===== config.mk =====
export PLATFORM = sky130hd
export DESIGN_NAME = tx_lane_swizzler
export DESIGN_NICKNAME = d
export VERILOG_FILES = /design/src/rtl/tx_lane_swizzler_pkg.sv /design/src/rtl/tx_chunk_fifo.sv /design/src/rtl/tx_lane_swizzler.sv
export SDC_FILE = /design/constraint.sdc
export NUM_CORES = 1
export LEC_CHECK = 0
export ABC_CLOCK_PERIOD_IN_PS = 14300
export CAP_MARGIN = 10
export CORE_UTILIZATION = 51
export CTS_CLUSTER_DIAMETER = 40
export CTS_CLUSTER_SIZE = 25
export DETAILED_ROUTE_END_ITERATION = 12
export GPL_TIMING_DRIVEN = 0
export PLACE_DENSITY_LB_ADDON = 0.12
export SYNTH_ARGS = -nofsm -noshare
export SYNTH_HDL_FRONTEND = slang
export SYNTH_HIERARCHICAL = 1
export SYNTH_SLANG_ARGS = --single-unit

===== constraint.sdc =====
create_clock -name clk -period 14.3 [get_ports clk]
set_input_delay 1.43 -clock clk [delete_from_list [all_inputs] [get_ports clk]]
set_output_delay 1.43 -clock clk [all_outputs]
set_load 0.02 [all_outputs]

===== src/rtl/tx_lane_swizzler_pkg.sv =====
// Shared TX/RX lane package: geometry of the lane/chunk datapath and mask helpers.
package tx_lane_swizzler_pkg;

  localparam int unsigned LANES   = 4;
  localparam int unsigned CHUNK_W = 48;
  localparam int unsigned DEPTH   = 2 * LANES;
  localparam int unsigned WORD_W  = LANES * CHUNK_W;
  localparam int unsigned CNT_W   = $clog2(DEPTH + 1);
  localparam int unsigned PTR_W   = $clog2(DEPTH);
  localparam int unsigned NCNT_W  = $clog2(LANES + 1);
  localparam int unsigned LIDX_W  = $clog2(LANES);

  typedef logic [CHUNK_W-1:0] chunk_t;
  typedef logic [LANES-1:0]   mask_t;
  typedef logic [CNT_W-1:0]   cnt_t;
  typedef logic [PTR_W-1:0]   ptr_t;
  typedef logic [NCNT_W-1:0]  ncnt_t;
  typedef logic [LIDX_W-1:0]  lidx_t;

  function automatic ncnt_t popcount(input mask_t m);
    ncnt_t c;
    c = '0;
    for (int unsigned i = 0; i < LANES; i++) begin
      c = c + ncnt_t'(m[i]);
    end
    return c;
  endfunction

  // Index of the n-th set bit (n counted from 0, ascending); 0 when absent.
  function automatic lidx_t nth_set_bit(input mask_t m, input ncnt_t n);
    ncnt_t seen;
    lidx_t idx;
    seen = '0;
    idx  = '0;
    for (int unsigned i = 0; i < LANES; i++) begin
      if (m[i]) begin
        if (seen == n) idx = lidx_t'(i);
        seen = seen + 1'b1;
      end
    end
    return idx;
  endfunction

endpackage


===== src/rtl/tx_chunk_fifo.sv =====
// Circular chunk queue: pushes a whole word (LANES chunks), pops 0..LANES head chunks.
module tx_chunk_fifo
  import tx_lane_swizzler_pkg::*;
(
  input  logic                    i_clk,
  input  logic                    i_reset,
  input  logic                    i_push,
  input  logic [WORD_W-1:0]       i_push_data,
  input  ncnt_t                   i_pop_n,
  output chunk_t [LANES-1:0]      o_head,
  output cnt_t                    o_cnt,
  output logic                    o_overflow
);

  typedef logic [CNT_W:0] wcnt_t;

  chunk_t r_mem [DEPTH];
  ptr_t   r_head;
  ptr_t   r_tail;
  cnt_t   r_cnt;

  wcnt_t  w_cnt_pop;
  wcnt_t  w_cnt_push;
  logic   w_push_ok;

  always_comb begin
    w_cnt_pop  = {1'b0, r_cnt} - wcnt_t'(i_pop_n);
    w_cnt_push = w_cnt_pop + wcnt_t'(LANES);
    o_overflow = i_push && (w_cnt_push > wcnt_t'(DEPTH));
    w_push_ok  = i_push && !o_overflow;
    for (int unsigned k = 0; k < LANES; k++) begin
      o_head[k] = r_mem[r_head + ptr_t'(k)];
    end
  end

  assign o_cnt = r_cnt;

  always_ff @(posedge i_clk or posedge i_reset) begin
    if (i_reset) begin
      r_head <= '0;
      r_tail <= '0;
      r_cnt  <= '0;
    end else begin
      r_head <= r_head + ptr_t'(i_pop_n);
      if (w_push_ok) begin
        r_tail <= r_tail + ptr_t'(LANES);
        r_cnt  <= cnt_t'(w_cnt_push);
      end else begin
        r_cnt  <= cnt_t'(w_cnt_pop);
      end
    end
  end

  // Storage needs no reset: head/tail/count define which entries are live.
  always_ff @(posedge i_clk) begin
    if (w_push_ok) begin
      for (int unsigned k = 0; k < LANES; k++) begin
        r_mem[r_tail + ptr_t'(k)] <= i_push_data[k*CHUNK_W +: CHUNK_W];
      end
    end
  end

endmodule


===== src/rtl/tx_lane_swizzler.sv =====
// Splits 192-bit words into 48-bit chunks and spreads them over the enabled TX lanes.
module tx_lane_swizzler
  import tx_lane_swizzler_pkg::*;
(
  input  logic                    clk,
  input  logic                    reset,
  input  logic                    in_enable,
  input  logic [WORD_W-1:0]       in_txdata,
  input  logic                    in_txdata_valid,
  output logic                    out_idle,
  input  logic [LANES-1:0]        lane_mask,
  output logic [WORD_W-1:0]       lane_data,
  output logic [LANES-1:0]        lane_valid,
  output logic [CNT_W-1:0]        residue_cnt,
  output logic                    overflow_err
);

  mask_t             r_act_mask;
  logic [WORD_W-1:0] r_lane_data;
  mask_t             r_lane_valid;
  logic              r_overflow_err;

  ncnt_t             w_n_act;
  cnt_t              w_cnt;
  logic              w_accept;
  logic              w_emit;
  ncnt_t             w_pop_n;
  logic              w_fifo_ovf;
  chunk_t [LANES-1:0] w_head;
  chunk_t [LANES-1:0] w_lane_sel;
  mask_t             w_below;

  assign w_n_act  = popcount(r_act_mask);
  assign out_idle = in_enable && (r_act_mask != '0) && (w_cnt <= cnt_t'(DEPTH - LANES));
  assign w_accept = in_txdata_valid && out_idle;
  // Uses the pre-edge count, so chunks accepted this edge are never emitted this edge.
  assign w_emit   = in_enable && (w_n_act != '0) && (w_cnt >= cnt_t'(w_n_act));
  assign w_pop_n  = w_emit ? w_n_act : '0;

  tx_chunk_fifo u_fifo (
    .i_clk       (clk),
    .i_reset     (reset),
    .i_push      (w_accept),
    .i_push_data (in_txdata),
    .i_pop_n     (w_pop_n),
    .o_head      (w_head),
    .o_cnt       (w_cnt),
    .o_overflow  (w_fifo_ovf)
  );

  // An active lane takes the head chunk whose index is the number of active lanes below it.
  always_comb begin
    w_below = '0;
    for (int unsigned i = 0; i < LANES; i++) begin
      w_lane_sel[i] = w_head[lidx_t'(popcount(r_act_mask & w_below))];
      w_below[i]    = 1'b1;
    end
  end

  always_ff @(posedge clk or posedge reset) begin
    if (reset) begin
      r_act_mask     <= '0;
      r_lane_data    <= '0;
      r_lane_valid   <= '0;
      r_overflow_err <= 1'b0;
    end else begin
      if (in_enable && (w_cnt == '0)) r_act_mask <= lane_mask;
      if (w_emit) begin
        r_lane_valid <= r_act_mask;
        for (int unsigned i = 0; i < LANES; i++) begin
          if (r_act_mask[i]) r_lane_data[i*CHUNK_W +: CHUNK_W] <= w_lane_sel[i];
        end
      end else begin
        r_lane_valid <= '0;
      end
      if (w_fifo_ovf) r_overflow_err <= 1'b1;
    end
  end

  assign lane_data    = r_lane_data;
  assign lane_valid   = r_lane_valid;
  assign residue_cnt  = w_cnt;
  assign overflow_err = r_overflow_err;

endmodule


==> out/results.tsv, run 1 <==
stage	metric	value	unit
clock_network	clock buffer depth	3	
timing	RSZ-0062 raised after global routing	false	
clock_network	H-tree depth	3	
timing	normalized max-slew margin	31.7	%
pwr	Seq pwr share	21.5	%
setup_path	Worst EP required	14640	ps
grt	first-pass GRT wire length	143000	µm
pwr	switching pwr	4.82	mW
synth	post-synthesis simple-gate area fraction	2.14	%
timing	Final TNS setup	0	ps
pwr	Pleak	14.3	nW
setup_path	cell mode on critical path	ha_1	
final_layout	Final #Nets	2653	
timing	hold_ws	469	ps
grt	total gr overflow	0	
synth	average cell area after synthesis	16.2	µm²
synth	Mapped Area	31300	µm²
synth	synth unique cells	34	
synth	sequential area share after synthesis	53.5	%
clock_network	post-CTS sizing	0	
setup_path	Arr. time, crit path	7650	ps
synth	synthesized-area fraction occupied by adder cells	0.855	%
final_layout	Area growth, synth to finish	26.9	%
grt	vias in the first global route	21900	
run	maxcap violations	0	
die	die area	62400	µm²
final_layout	Final Non-Filler Cells	3298	
placed_design	Post-DP Area	36600	µm²
grt	largest net degree at the start of global routing	108	
die	initial core utilization	51.8	%
setup_path	crit start category	flop	
detailed_routing	Avg WL per Cell	29.6	µm
die	die width	250	µm
placed_design	Final HPWL DP	68000	µm
clock_network	clk root buf	clkbuf_16	
clock_network	clock sinks	593	
die	IO Count	402	
die	Die Y	250	µm
placed_design	Placer Congestion	0.869	
clock_network	CTS tree	yes	
detailed_routing	Via Count	21000	
pwr	Sw Share	39.9	%
clock_network	clock latency at the later pin of the worst-skew pair	640	ps
pwr	clock share of power	18.5	%
synth	Synthesized Nets	2150	
synth	Synth Area in Compound Gates	2.54	%
synth	largest family of logic cells by synthesized area	multiplexers	
timing	Slew Limit Fails	0	
timing	setup violators final	0	
final_layout	Core Util, Final	65.7	%
detailed_routing	WL final	97500	µm
setup_path	CP max FO	29	
timing	Tmin final	7310	ps
die	core area	60500	µm²
clock_network	Clock transition at path regs	60	ps
detailed_routing	Via-to-Cell Ratio	6.36	
pwr	Power Internal	7.26	mW
synth	Post-Syn Instances	1931	
placed_design	port bufs	401	
setup_path	critical path class	flop to flop	
detailed_routing	DRC	0	
synth	Yosys reg bits	593	
final_layout	number of fill cells	4246	
synth	xor/xnor share of the synthesized area	0.252	%
timing	Final Hold Fails	0	
final_layout	share of cells above drive strength 1	39.7	%
detailed_routing	Antenna Nets Post-Route	0	
run_status	outcome	complete, no violations	
grt	initial antenna violation count	6	
final_layout	Design Area, Final	39700	µm²
setup_path	Critical-path top delay cell	nor2b_4	
synth	Yosys warning total	6	
die	num rows	90	
pwr	combinational share of power	60.1	%
detailed_routing	initial DRC count	1949	
clock_network	Hold Buf Count CTS	0	
placed_design	Placed Cells	3125	
grt	GRT Total Usage	31.4	%
timing	Least-Margin Pin Slew	1020	ps
pwr	maximum vdd drop	0.166	mV
setup_path	critical path's largest stage delay	750	ps
detailed_routing	TritonRoute pass-1 iters	5	
clock_network	TritonCTS Buffers	89	
timing	Setup Skew	18.8	ps
clock_network	Post-CTS Setup Bufs	0	
synth	mux cell area share after synthesis	37.9	%
hold_path	hold crit path type	flop to flop	
timing	Max Freq	0.137	GHz
setup_path	Critical Path End Type	flop	
timing	Final period util	51.1	%
pwr	Power Density	304	nW/µm²
final cells by class:
cell class,count,area [µm²],share of cell area [%]
Clock buffer,107,2490,6.27
Inverter,22,90.1,0.227
Multi-Input combinational cell,1169,13700,34.4
Clock inverter,61,653,1.64
Tap cell,782,978,2.46
Buffer,147,786,1.98
Antenna cell,5,12.5,0.0315
Timing Repair Buffer,412,4280,10.8
Sequential cell,593,16800,42.2
kinds of logic (layout without fill, tap and decap cells):
family / after synthesis / count (layout)
AO/OA/AOI/OAI: 155 / 155
XOR/XNOR: 9 / 9
adder cells (fa/ha/maj): 19 / 19
buffers and inverters: 169 / 749
flip-flops: 593 / 593
multiplexers: 819 / 819
other: 0 / 5
AND/OR/NAND/NOR: 167 / 167
power groups by stage:
stage / clock [mW] / combinational (mW) / sequential [mW]
floorplan: 0 / 4.53 / 2.94
detailed placement: 0 / 7.18 / 2.62
CTS: 2.26 / 7.22 / 2.59
global placement: 0 / 7.02 / 2.68
finish: 2.23 / 7.26 / 2.59
global route: 2.33 / 7.61 / 2.64
synth_stat cells (all sizes together):
library cell,number,area share [%]
o21a,1,0.024
and3,2,0.040
xnor2,4,0.11
nor2,51,0.61
and2,2,0.040
nand2,102,1.2
nor4,1,0.040
or2,1,0.020
ha,15,0.60
edfxtp,384,37
nand2b,1,0.020
nand3b,1,0.024
a21boi,1,0.024
clkbuf,42,0.50
a211oi,3,0.072
a21oi,49,0.78
o21ai,100,1.6
mux4,240,17
nor2b,2,0.040
dfrtp,209,17
mux2i,49,1.6
fa,4,0.26
o21bai,1,0.024
nand4,4,0.080
inv,22,0.26
xor2,5,0.14
buf,105,2.0
mux2,530,19
critical path: cells and delay by family, from the launching register on:
| kind | cells | cell delay [ps] |
|---|---|---|
| xor gates and xnor gates | 2 | 460 |
| adders and majority gates | 6 | 1920 |
| AOI/OAI and AO/OA | 2 | 440 |
| and+or+nand+nor | 6 | 1280 |
| buffers and inverters | 11 | 2470 |
| DFF | 1 | 390 |
state kept, by name (all words and copies together) (netlist names):
name and count:
r_act_mask 4, u_fifo/r_head 3, lane_data 192, u_fifo/o_cnt 4, u_fifo/r_mem 384, u_fifo/r_tail 1
lane_valid 4, overflow_err 1
routing by layer:
metal / part of all wire (%) / routed length [µm] / global-route usage (%)
met2: 49 / 48000 / 51.9
met4: 3.8 / 3750 / 12.7
met3: 8.6 / 8410 / 7.00
met1: 38 / 37300 / 40.4
met5: 0.013 / 13 / 0
placed cells by master (no fill, tap or decap), drive strengths merged, types with 11 or more instances in the layout:
cell type      instances
buf                  116
inv                   45
nor2                  51
mux2i                 49
o21ai                100
edfxtp               384
a21oi                 49
dfrtp                209
ha                    15
mux2                 530
clkinvlp              11
clkbuf               149
nand2                102
clkinv                22
mux4                 240
clkdlybuf4s50        401
metrics by stage:
stage / worst slack, ps / power, mW
global route: 6550 / 12.6
CTS: 7050 / 12.1
global placement: -5310 / 9.70
detailed placement: 7080 / 9.80
finish: 6990 / 12.1
floorplan: 667 / 7.47
path summary, 6_finish.rpt:
path | from | end | slack [ps] | cells past startpoint
setup / recovery | r_act_mask[0] | u_fifo/r_mem[2][0] | 6990 | 27
hold / removal | overflow_err | overflow_err | 470 | 1
setup reg to reg | r_act_mask[0] | u_fifo/r_mem[2][0] | 6990 | 27
hold reg to reg | overflow_err | overflow_err | 470 | 1
max in group asynchronous | reset | lane_data[82] | 11760 | 3
min in group asynchronous | reset | u_fifo/r_head[0] | 1330 | 2
(Power assumes the default switching activity.)
==> inputs of run 2 (changes only) <==
--- a/config.mk
+++ b/config.mk
@@ -5,9 +5,9 @@
 export SDC_FILE = /design/constraint.sdc
 export NUM_CORES = 1
 export LEC_CHECK = 0
-export ABC_CLOCK_PERIOD_IN_PS = 14300
+export ABC_CLOCK_PERIOD_IN_PS = 7100
 export CAP_MARGIN = 10
-export CORE_UTILIZATION = 51
+export CORE_UTILIZATION = 55
 export CTS_CLUSTER_DIAMETER = 40
 export CTS_CLUSTER_SIZE = 25
 export DETAILED_ROUTE_END_ITERATION = 12
==> constraint.sdc (replaced) <==
create_clock -name clk -period 7.1 [get_ports clk]
set_input_delay 0.71 -clock clk [delete_from_list [all_inputs] [get_ports clk]]
set_output_delay 0.71 -clock clk [all_outputs]
set_load 0.02 [all_outputs]
==> run 2 against run 1 <==
Compared with the run above:
- non-clock buffer count unchanged
- global-route usage up 2.3 points
- critical path type unchanged
- first-iteration DRC count grew 22%
- worst hold slack better by 9.5 ps
==> out/results.tsv, run 2 (synthesis results as in run 1) <==
stage	metric	value	unit
pwr	Seq pwr share	21.4	%
final_layout	commonest non-fill, non-tap cell in the layout	mux2_2	
setup_path	Top delay family on crit path	buffers and inverters	
setup_path	crit path buf inv count	8	
timing	Tmin final	6690	ps
timing	Final WS setup	414	ps
placed_design	Final HPWL DP	66600	µm
clock_network	H-tree depth	3	
final_layout	number of flip-flops in the largest register	384	
final_layout	Core Util, Final	70.5	%
die	core area	56300	µm²
clock_network	TritonCTS Buffers	87	
die	Die Y	241	µm
detailed_routing	Via Count	21200	
setup_path	CP max FO	33	
timing	Least-Margin Pin Slew	1060	ps
final_layout	Area growth, synth to finish	26.8	%
final_layout	share of cells above drive strength 1	39.8	%
setup_path	cell mode on critical path	ha_1	
grt	total gr overflow	0	
final_layout	Final Non-Filler Cells	3273	
timing	Final TNS setup	0	ps
setup_path	CP Cell Sequence	ha_1, buf_2, buf_1, inv_1, fa_1, ha_1, nand2_1, o21ai_2, nand2_1, nor2_1, inv_1, ha_1, nand2_1, o21ai_1, xor2_1, inv_1, ha_1, xnor2_1, and3_1, clkbuf_2, nor2b_4, buf_12, buf_12	
setup_path	R2R depth	23	
final_layout	Design Area, Final	39700	µm²
placed_design	dpl ws	562	ps
pwr	clock share of power	18.2	%
placed_design	Placer Congestion	0.913	
grt	initial antenna violation count	10	
hold_path	Worst Hold End	overflow_err	
detailed_routing	WL final	96500	µm
clock_network	Hold Buf Count CTS	0	
setup_path	Worst EP required	7420	ps
clock_network	post-CTS sizing	0	
clock_network	clk root buf	clkbuf_16	
pwr	switching pwr	9.75	mW
clock_network	CTS tree	yes	
timing	setup violators final	0	
timing	Final period util	94.2	%
placed_design	Placed Cells	3099	
pwr	combinational share of power	60.3	%
clock_network	clock buffer depth	3	
setup_path	r2r setup slk	410	ps
detailed_routing	Antenna Nets Post-Route	0	
final_layout	most frequent cells in the layout	mux2_2, clkdlybuf4s50_1, edfxtp_1	
setup_path	Critical Path End Type	flop	
detailed_routing	TritonRoute pass-1 iters	7	
grt	largest net degree at the start of global routing	114	
hold_path	worst hold path depth	1	
die	num rows	87	
timing	hold_ws	478	ps
grt	vias in the first global route	22100	
final_layout	Largest Register	u_fifo/r_mem	
run	maxcap violations	0	
timing	Final Hold Fails	0	
grt	GRT Total Usage	33.7	%
pwr	Pleak	14.3	nW
setup_path	Critical-path top delay cell	buf_1	
die	die width	241	µm
timing	Max Freq	0.150	GHz
setup_path	critical path class	flop to flop	
timing	RSZ-0062 raised after global routing	false	
setup_path	critical path's largest stage delay	800	ps
final_layout	number of fill cells	3770	
detailed_routing	DRC	0	
setup_path	R2R Path End	u_fifo/r_mem[2][12]	
setup_path	worst r2r src	r_act_mask[1]	
setup_path	Arr. time, crit path	7000	ps
clock_network	clock latency at the later pin of the worst-skew pair	640	ps
final_layout	Sequential Area	16800	µm²
run_status	outcome	complete, no violations	
pwr	Power, Total	24.4	mW
final_layout	Final #Nets	2651	
die	die area	57900	µm²
clock_network	Clock transition at path regs	60	ps
pwr	Power Density	613	nW/µm²
timing	Slew Limit Fails	0	
detailed_routing	Via-to-Cell Ratio	6.49	
die	IO Count	402	
grt	first-pass GRT wire length	140000	µm
pwr	maximum vdd drop	0.400	mV
hold_path	hold crit path type	flop to flop	
placed_design	port bufs	401	
final_layout	area of the multi-input gates	13700	µm²
clock_network	Post-CTS Setup Bufs	0	
detailed_routing	Avg WL per Cell	29.5	µm
pwr	Sw Share	40.0	%
detailed_routing	initial DRC count	2375	
hold_path	hold_sp	overflow_err	
placed_design	Post-DP Area	36600	µm²
clock_network	clock sinks	593	
setup_path	crit start category	flop	
pwr	Power Internal	14.6	mW
timing	normalized max-slew margin	29.1	%
timing	Setup Skew	20.5	ps
die	initial core utilization	55.6	%
run 2: how the worst max path moves through the flow:
| stage | start | end | slack [ps] | depth (start not counted) |
|---|---|---|---|---|
| 6_report | r_act_mask[1] | u_fifo/r_mem[2][12] | 410 | 23 |
| 5_1_grt | r_act_mask[1] | u_fifo/r_mem[2][10] | 80 | 23 |
| 3_5_place_dp | r_act_mask[1] | u_fifo/r_mem[3][24] | 560 | 23 |
| 2_1_floorplan | r_act_mask[0] | u_fifo/r_mem[0][0] | -170 | 21 |
| 4_1_cts | r_act_mask[1] | u_fifo/r_mem[1][18] | 520 | 23 |
| 3_3_place_gp | r_act_mask[1] | u_fifo/r_mem[2][2] | -2850 | 21 |
run 2: layer usage:
metal	wire [µm]	global-route usage [%]	share of wire [%]	up-vias
li1	-	-	-	8684
met2	46700	54.0	48	1296
met1	36800	43.9	38	11000
met3	8370	6.44	8.7	261
met5	0	0	0	-
met4	4630	18.0	4.8	0
run 2: area by class of cell:
| class | count | share of cell area (%) |
|---|---|---|
| sequential | 593 | 42.2 |
| tap | 756 | 2.38 |
| clock inverter | 63 | 1.76 |
| antenna | 10 | 0.0630 |
| timing repair buffer | 412 | 10.7 |
| clock buffer | 101 | 5.94 |
| inverter | 22 | 0.233 |
| buffer | 147 | 2.03 |
| multi-input combinational | 1169 | 34.6 |
run 2: worst reg2reg max path: stages, from the launching register on:
cell	delay, ps
dfrtp_1	430
ha_1	320
buf_2	420
buf_1	810
inv_1	170
fa_1	550
ha_1	310
nand2_1	60
o21ai_2	220
nand2_1	100
nor2_1	100
inv_1	120
ha_1	310
nand2_1	60
o21ai_1	150
xor2_1	260
inv_1	80
ha_1	200
xnor2_1	180
and3_1	180
clkbuf_2	180
nor2b_4	550
buf_12	310
buf_12	270
run 2: power groups by stage:
stage          Combinational (mW)  Clock [mW]  Sequential [mW]
6_report                     14.7        4.43             5.22
3_5_place_dp                 14.5           0             5.26
4_1_cts                      14.6        4.48             5.21
2_1_floorplan                9.19           0             5.86
5_1_grt                      15.4        4.62             5.30
3_3_place_gp                 14.2           0             5.28
==> inputs of run 3 (changes only) <==
--- a/config.mk
+++ b/config.mk
@@ -7,6 +7,7 @@
 export LEC_CHECK = 0
 export ABC_CLOCK_PERIOD_IN_PS = 7100
 export CAP_MARGIN = 10
+export CORE_MARGIN = 3
 export CORE_UTILIZATION = 55
 export CTS_CLUSTER_DIAMETER = 40
 export CTS_CLUSTER_SIZE = 25
==> run 3 against run 2 <==
Compared with the run above:
- sequential power hardly changed
- setup slack better by 260 ps
- clock power hardly changed
- sequential share of layout area barely moved
==> out/results.tsv, run 3 (synthesis results as in run 1) <==
stage	metric	value	unit
grt	vias in the first global route	22500	
final_layout	Design Area, Final	39700	µm²
timing	Setup Skew	29.4	ps
timing	Final period util	90.5	%
placed_design	Final HPWL DP	67200	µm
detailed_routing	initial DRC count	2173	
clock_network	H-tree depth	3	
run_status	outcome	complete, no violations	
final_layout	most frequent cells in the layout	mux2_2, clkdlybuf4s50_1, edfxtp_1	
die	IO Count	402	
die	die width	245	µm
grt	GRT Total Usage	32.4	%
die	Die Y	245	µm
clock_network	clk root buf	clkbuf_16	
pwr	switching pwr	9.67	mW
grt	first-pass GRT wire length	143000	µm
clock_network	post-CTS sizing	0	
final_layout	Largest Register	u_fifo/r_mem	
pwr	Seq pwr share	21.5	%
setup_path	Arr. time, crit path	6730	ps
final_layout	share of cells above drive strength 1	39.9	%
run	maxcap violations	0	
placed_design	Placer Congestion	0.884	
placed_design	Post-DP Area	36600	µm²
final_layout	Core Util, Final	71.3	%
timing	Tmin final	6430	ps
timing	Slew Limit Fails	0	
clock_network	clock latency at the later pin of the worst-skew pair	630	ps
die	die area	59800	µm²
pwr	clock share of power	18.3	%
timing	Least-Margin Pin Slew	1020	ps
setup_path	Critical Path End Type	flop	
setup_path	CP max FO	30	
final_layout	Final #Nets	2652	
setup_path	Critical-path top delay cell	nor2b_4	
timing	RSZ-0062 raised after global routing	false	
grt	initial antenna violation count	13	
detailed_routing	Antenna Nets Post-Route	0	
final_layout	number of fill cells	3686	
pwr	Pleak	14.3	nW
hold_path	hold crit path type	flop to flop	
clock_network	Post-CTS Setup Bufs	0	
clock_network	TritonCTS Buffers	88	
detailed_routing	WL final	97000	µm
setup_path	critical path's largest stage delay	660	ps
timing	Final Hold Fails	0	
detailed_routing	Avg WL per Cell	29.7	µm
setup_path	critical path class	flop to flop	
timing	Max Freq	0.156	GHz
final_layout	Area growth, synth to finish	26.9	%
timing	setup violators final	0	
detailed_routing	Via-to-Cell Ratio	6.51	
clock_network	clock sinks	593	
clock_network	clock buffer depth	3	
setup_path	Worst EP required	7400	ps
timing	hold_ws	466	ps
final_layout	commonest non-fill, non-tap cell in the layout	mux2_2	
pwr	maximum vdd drop	0.324	mV
die	core area	55700	µm²
die	initial core utilization	56.2	%
clock_network	Hold Buf Count CTS	0	
pwr	Power Density	613	nW/µm²
pwr	Sw Share	39.7	%
clock_network	CTS tree	yes	
final_layout	number of flip-flops in the largest register	384	
setup_path	crit start category	flop	
detailed_routing	DRC	0	
detailed_routing	Via Count	21300	
pwr	combinational share of power	60.3	%
placed_design	port bufs	401	
pwr	Power Internal	14.7	mW
clock_network	Clock transition at path regs	50	ps
timing	normalized max-slew margin	32.0	%
grt	total gr overflow	0	
detailed_routing	TritonRoute pass-1 iters	5	
grt	largest net degree at the start of global routing	76	
die	num rows	86	
==> run 3: changes by cell type in the layout (fill, tap and decap cells not counted), moves of 2 or more <==
cell / before / now
clkinv_2: 5 / 2
buf_16: 4 / 6
bufinv_16: 6 / 8
inv_4: 1 / 4
clkinvlp_4: 6 / 8
clkinv_8: 5 / 2
inv_8: 16 / 12
==> run 3: critical path: cells and delay by family, from the launching register on <==
kind,cells,cell delay [ps]
compound gates,2,360
xor+xnor,2,420
fa+ha+maj,6,1700
buf+inv,12,2040
flops,1,390
simple gates,6,1150
==> run 3: per-layer routing <==
layer  up-vias  GRT usage, %  wire length (µm)
met1     11000          41.5             36300
met4         8          15.0              4600
met2      1296          52.8             47000
met5         -             0                45
met3       277          7.49              9080
li1       8686             -                 -
==> run 3: worst paths after layout <==
| path | slack [ps] | to | cells past startpoint | startpoint |
|---|---|---|---|---|
| min in group asynchronous | 610 | u_fifo/o_cnt[2] | 2 | reset |
| max reg2reg | 670 | u_fifo/r_mem[3][27] | 28 | r_act_mask[0] |
| min reg2reg | 470 | overflow_err | 1 | overflow_err |
| max in group asynchronous | 5650 | lane_data[75] | 3 | reset |
| min | 470 | overflow_err | 1 | overflow_err |
| max | 670 | u_fifo/r_mem[3][27] | 28 | r_act_mask[0] |
==> run 3: area by class of cell <==
type                            count  area [µm²]  share of cell area, %
Buffer                            146         801                   2.02
Clock buffer                      103        2370                   5.97
Timing Repair Buffer              413        4300                   10.8
Clock inverter                     61         697                   1.75
Multi-Input combinational cell   1169       13700                   34.6
Inverter                           22        92.6                  0.233
Tap cell                          748         936                   2.36
Sequential cell                   593       16800                   42.2
Antenna cell                        9        22.5                 0.0567
==> run 3: power groups by stage <==
stage	Combinational, mW	Sequential, mW	Clock, mW
2_1_floorplan	9.19	5.86	0
3_3_place_gp	14.2	5.28	0
3_5_place_dp	14.5	5.27	0
4_1_cts	14.5	5.22	4.51
5_1_grt	15.4	5.31	4.68
6_report	14.7	5.23	4.45
==> run 3: through the flow <==
step | setup WS (ps) | instances | setup TNS, ps | power [mW]
after floorplan | -169 | 1931 | -32380 | 15.1
after detailed placement | 381 | 3092 | 0 | 19.7
after global placement | -2680 | 3080 | -1340380 | 19.4
after global routing | 260 | 3264 | 0 | 25.4
after CTS | 352 | 3256 | 0 | 24.3
final | 671 | 3264 | 0 | 24.3
